[src/rtl/ip_2port_ram_pkg.sv]
// Shared definitions for the self-exercising dual-port RAM demo.
//   DATA_W_DEF / ADDR_W_DEF : default word and address widths
//   DEPTH_DEF               : default RAM depth (2**ADDR_W_DEF)
//   state_e                 : controller phase encoding
package ip_2port_ram_pkg;

  localparam int DATA_W_DEF = 8;
  localparam int ADDR_W_DEF = 5;
  localparam int DEPTH_DEF  = 2 ** ADDR_W_DEF;

  typedef enum logic [1:0] {
    ST_IDLE,
    ST_WRITE,
    ST_READ,
    ST_CHECK_TAIL
  } state_e;

endpackage

[src/rtl/ip_2port_ram_sdp_ram.sv]
// Simple dual-port RAM: one synchronous write port, one registered read port
// (1-cycle latency), single clock. The storage array is not reset; only the
// read data register is, so the output reads 0 out of reset.
//   clk, rst                    : clock, async active-high reset
//   wr_en, wr_addr, wr_data     : write port
//   rd_en, rd_addr              : read request
//   rd_data                     : word at rd_addr, one cycle after rd_en
module ip_2port_ram_sdp_ram
  import ip_2port_ram_pkg::*;
#(
  parameter int DATA_W = DATA_W_DEF,
  parameter int ADDR_W = ADDR_W_DEF
) (
  input  logic              clk,
  input  logic              rst,
  input  logic              wr_en,
  input  logic [ADDR_W-1:0] wr_addr,
  input  logic [DATA_W-1:0] wr_data,
  input  logic              rd_en,
  input  logic [ADDR_W-1:0] rd_addr,
  output logic [DATA_W-1:0] rd_data
);

  localparam int DEPTH = 2 ** ADDR_W;

  logic [DATA_W-1:0] mem [DEPTH];

  always_ff @(posedge clk) begin
    if (wr_en) mem[wr_addr] <= wr_data;
  end

  // Read data holds its last value when no read is requested.
  always_ff @(posedge clk or posedge rst) begin
    if (rst)        rd_data <= '0;
    else if (rd_en) rd_data <= mem[rd_addr];
  end

endmodule

[src/rtl/ip_2port_ram.sv]
// Self-exercising demo around a simple dual-port RAM. A controller fills the
// RAM with (addr + offset), reads every word back, and checks each word one
// cycle after it appears on the read port. Each pass is 66 cycles:
// IDLE(1) WRITE(32) READ(32) CHECK_TAIL(1); offset advances once per pass.
//   clk, rst       : clock, async active-high reset
//   ram_wr_*       : registered write-port signals (also drive the RAM)
//   ram_rd_en/addr : registered read request (also drive the RAM)
//   ram_rd_data    : RAM read data, valid one cycle after ram_rd_en
//   pass_cnt       : completed passes, wraps at 255
//   err            : sticky mismatch flag, cleared only by reset
module ip_2port_ram
  import ip_2port_ram_pkg::*;
#(
  parameter int DATA_W = DATA_W_DEF,
  parameter int ADDR_W = ADDR_W_DEF
) (
  input  logic              clk,
  input  logic              rst,
  output logic              ram_wr_en,
  output logic [ADDR_W-1:0] ram_wr_addr,
  output logic [DATA_W-1:0] ram_wr_data,
  output logic              ram_rd_en,
  output logic [ADDR_W-1:0] ram_rd_addr,
  output logic [DATA_W-1:0] ram_rd_data,
  output logic [7:0]        pass_cnt,
  output logic              err
);

  localparam logic [ADDR_W-1:0] LAST_ADDR = '1;

  state_e            state;
  logic [ADDR_W-1:0] cnt;
  logic [DATA_W-1:0] offset;
  logic              chk_vld;
  logic [DATA_W-1:0] chk_exp;

  // Controller: the RAM port signals are registered from the state, so each
  // port goes active one cycle after the FSM enters the matching phase.
  always_ff @(posedge clk or posedge rst) begin
    if (rst) begin
      state       <= ST_IDLE;
      cnt         <= '0;
      offset      <= '0;
      pass_cnt    <= '0;
      ram_wr_en   <= 1'b0;
      ram_wr_addr <= '0;
      ram_wr_data <= '0;
      ram_rd_en   <= 1'b0;
      ram_rd_addr <= '0;
    end else begin
      ram_wr_en   <= 1'b0;
      ram_wr_addr <= '0;
      ram_wr_data <= '0;
      ram_rd_en   <= 1'b0;
      ram_rd_addr <= '0;
      case (state)
        ST_IDLE: begin
          cnt   <= '0;
          state <= ST_WRITE;
        end
        ST_WRITE: begin
          ram_wr_en   <= 1'b1;
          ram_wr_addr <= cnt;
          ram_wr_data <= DATA_W'(cnt) + offset;
          cnt         <= cnt + ADDR_W'(1);
          if (cnt == LAST_ADDR) state <= ST_READ;
        end
        ST_READ: begin
          ram_rd_en   <= 1'b1;
          ram_rd_addr <= cnt;
          cnt         <= cnt + ADDR_W'(1);
          if (cnt == LAST_ADDR) state <= ST_CHECK_TAIL;
        end
        ST_CHECK_TAIL: begin
          pass_cnt <= pass_cnt + 8'd1;
          offset   <= offset + DATA_W'(1);
          state    <= ST_IDLE;
        end
        default: state <= ST_IDLE;
      endcase
    end
  end

  ip_2port_ram_sdp_ram #(
    .DATA_W (DATA_W),
    .ADDR_W (ADDR_W)
  ) u_ram (
    .clk     (clk),
    .rst     (rst),
    .wr_en   (ram_wr_en),
    .wr_addr (ram_wr_addr),
    .wr_data (ram_wr_data),
    .rd_en   (ram_rd_en),
    .rd_addr (ram_rd_addr),
    .rd_data (ram_rd_data)
  );

  // Checker: the expected word travels alongside the read so the compare is
  // immune to offset advancing while the final word is still in flight.
  always_ff @(posedge clk or posedge rst) begin
    if (rst) begin
      chk_vld <= 1'b0;
      chk_exp <= '0;
      err     <= 1'b0;
    end else begin
      chk_vld <= ram_rd_en;
      chk_exp <= DATA_W'(ram_rd_addr) + offset;
      if (chk_vld && (ram_rd_data != chk_exp)) err <= 1'b1;
    end
  end

endmodule

[config.mk]
export PLATFORM = sky130hd
export DESIGN_NAME = ip_2port_ram
export DESIGN_NICKNAME = d
export VERILOG_FILES = /design/src/rtl/ip_2port_ram_pkg.sv /design/src/rtl/ip_2port_ram_sdp_ram.sv /design/src/rtl/ip_2port_ram.sv
export SDC_FILE = /design/constraint.sdc
export NUM_CORES = 1
export LEC_CHECK = 0
export CORE_UTILIZATION = 55
export DETAILED_ROUTE_END_ITERATION = 8
export PLACE_DENSITY = 0.75
export SLEW_MARGIN = 20
export SYNTH_ARGS = -nofsm -noshare
export SYNTH_HDL_FRONTEND = slang
export SYNTH_SLANG_ARGS = --single-unit
[constraint.sdc]
create_clock -name clk -period 1.96 [get_ports clk]
set_input_delay 0.49 -clock clk [delete_from_list [all_inputs] [get_ports clk]]
set_output_delay 0.49 -clock clk [all_outputs]
set_load 0.01 [all_outputs]
==> metrics <==
sequential power share=about 53%; met1 usage=36.2%; crit path cell chain=buf_12, buf_16, buf_6, mux2i_2, a22oi_2, a21oi_2, nor4_2, mux2_4; vias per inst=about 6; site row count=55; WL/cell=around 25 microns; clk sinks=~320; total negative slack=-0.111 ns; async set-or-reset flop fraction in the synthesized netlist=between 10% and 20%; Die Wd=between 150 and 200 microns; Final Max Slew Viols=0; GRT Overall Usage=roughly 28%; Die H=between 150 and 200 microns; most frequent cells after synthesis=edfxtp_1, mux2i_1, a22oi_1, dfrtp_1, nor2_1; First DRT Iteration DRCs=between 600 and 700; GR met2 Demand/Resource=around 47%; ranking of synthesized cells by area=edfxtp_1, dfrtp_1, mux2i_1; sequential-to-total area share from yosys stat=71.6%; Post-synth EDFFs=~260; Post-Synthesis Cell Area=between 10000 and 15000 sq um; Sequential Area=around 9200 sq um; Max Clk Rate=498 MHz; Util after Layout=between 70% and 80%; Synth top area share=approximately three fifths; Tmin final=around 2.0 ns; Worst VDD drop=a little under 0.7 mV; CTS Buf Count=31; Crit Path Max Fanout=6; CTS tree=built; P&R area growth vs syn=25.0%; crit start category=flip-flop; Multi-input gate area=3940 sq um; initial cell density of the core=between 50% and 60%; DRC Markers=0; htree depth=1; reg2reg start=ram_rd_addr[0]; I/O Pins=39; clock tree buffer depth=3; hpwl dp=20000 microns; Worst Tran Pin Value=0.512 ns; Power Internal=approximately 0.011 W; Switching Share=a little under a fifth; routability cong.=between 0.8 and 0.9; Final Skew=roughly 0.011 ns; Ant. Diodes=0; slowest stage cell on the critical path=dfrtp_4; leakage power=6.38 nW; Root Buffer=clkbuf_16; Hold Buf Count CTS=0; total power draw=about 0.013 W; first-pass GRT wire length=between 40000 and 50000 microns; Syn Nets=825; violated checks=setup timing; Synth area leader=edfxtp_1; layout cells sized above 1=between 20 and 30%; initial antenna violation count=0; Fin. Hold Viols=0; status=finished with violations; Clk pwr share=between 40 and 50%; CP top delay family=multiplexers; WL final=approximately 32000 microns; Routed Antenna Nets=0; Port Buffers=38; Worst Path Arrival=around 2.5 ns; Setup Crit Path Kind=reg2reg; Worst Setup SP=ram_rd_addr[0]; filler cell count=1418; TritonRoute pass-1 iters=5; nets@finish=~970; Min Hold Slack=between 0.2 and 0.3 ns; RSZ-0062 raised after global routing=yes; Setup WS post-layout=-0.0494 ns; Synth cell types=40; average size of a mapped cell=about 16 sq um; Syn Inst Count=803; GR Util met3=about 4.4%; grt ovf=0; Top FF cell, synth=edfxtp_1; Syn. warnings=0; Critical path buffers and inverters=3; clk slew on worst S/H paths=around 0.060 ns; core region area=around 23000 sq um; vias in the first global route=between 7000 and 8000; Skew-Pair Late Insertion Delay=around 0.56 ns; Setup-failing EPs final=5; Hold Crit Class=in2async; most frequent cell after synthesis=edfxtp_1; Pwr Density=839 nW/um^2; via count=roughly 7700; Critical Path RT=between 2 and 2.5 ns; Seq cells post-synth=around 320; sw power=between 0.002 and 0.003 W; crit end category=flip-flop; Max-slew headroom=between 60% and 70%; GRT Max-Usage Layer=met2; largest net degree at the start of global routing=33; die area=24000 sq um; MaxCap Viol Count=0; Critical Path Max Stage Delay=0.50 ns; Comb pwr share=less than 1%; Final Cycle Share=103%
-- power by group through the flow --
stage               Combinational [W]  Clock (W)  Sequential [W]
detailed placement          0.0000362          0         0.00733
finish                      0.0000348    0.00627         0.00719
global placement            0.0000344          0         0.00733
CTS                         0.0000367    0.00632         0.00719
floorplan                   0.0000188          0         0.00733
global route                0.0000403    0.00658         0.00718
-- repair_timing --
| action | CTS | global route |
|---|---|---|
| gates resized for setup | 114 | 58 |
| setup buffers | 13 | 2 |
| endpoints found under the setup margin | 43 | 20 |
| pin swaps | 23 | 24 |
| cloned | 3 | 1 |
-- worst paths after layout --
| check | endpoint | slack [ns] | cells after the start |
|---|---|---|---|
| setup / recovery | u_ram.rd_data[7] | -0.05 | 8 |
| hold / removal | err | 0.29 | 2 |
| setup reg to reg | u_ram.rd_data[7] | -0.05 | 8 |
| hold reg to reg | err | 0.46 | 1 |
| max in group asynchronous | ram_wr_addr[0] | 1.11 | 3 |
| min in group clk | err | 0.46 | 1 |
-- metrics by stage --
step / cell area, sq um / cells / worst slack [ns]
global placement: 14200 / 1208 / -0.152
floorplan: 12900 / 803 / 0.100
CTS: 15800 / 1281 / -0.107
global route: 16100 / 1282 / -0.0918
detailed placement: 14200 / 1208 / -0.150
finish: 16100 / 1282 / -0.0494
-- layout make-up --
type / count / area share [%]
tap: 313 / 2.43
clock buffer: 35 / 4.98
timing repair buffer: 147 / 8.81
multi-input combinational: 440 / 24.5
inverter: 8 / 0.210
clock inverter: 22 / 1.73
sequential: 317 / 57.4
-- placed cells by master, fill, tap and decap left out, drive strengths merged, types with 4 or more instances in the layout --
master	netlist	layout
dlymetal6s2s	0	4
ha	18	18
dfrtp	61	61
clkbuf	9	36
xnor2	23	23
buf	29	108
nor2b	5	5
edfxtp	256	256
nand3b	5	5
mux2	10	10
nand3	4	4
mux2i	130	130
clkinv	0	9
nand2	20	20
clkinvlp	0	8
bufinv	0	6
dlygate4sd2	0	31
o21bai	4	4
inv	8	7
o21ai	8	8
nor2	45	45
a21oi	43	43
nor4	8	8
and2	14	14
xor2	6	6
nand4	9	9
a22oi	64	64
-- kinds of logic (layout without fill, tap and decap cells) --
kind of cell | Yosys count | in the layout | synth area share (%)
xor+xnor | 29 | 29 | 1.97
buf+inv | 46 | 212 | 2.05
compound gates | 128 | 128 | 6.53
flops | 317 | 317 | 71.6
mux | 140 | 140 | 11.0
simple gates | 123 | 123 | 4.76
fa+ha+maj | 20 | 20 | 2.06
-- metal layers --
metal,part of all wire [%],wire [microns],vias up
met2,50,16300,382
met4,3.1,1010,0
met3,6.8,2190,78
met1,40,12900,3861
li1,-,-,3358
met5,0,0,-
-- registers in the layout, indices dropped and copies added (netlist names) --
register       count
ram_wr_en          1
cnt                5
chk_exp            8
chk_vld            1
state              2
ram_rd_en          1
err                1
u_ram.rd_data      8
ram_wr_data        8
offset             8
ram_rd_addr        5
u_ram.mem        256
ram_wr_addr        5
pass_cnt           8
(Power assumes the default switching activity.)
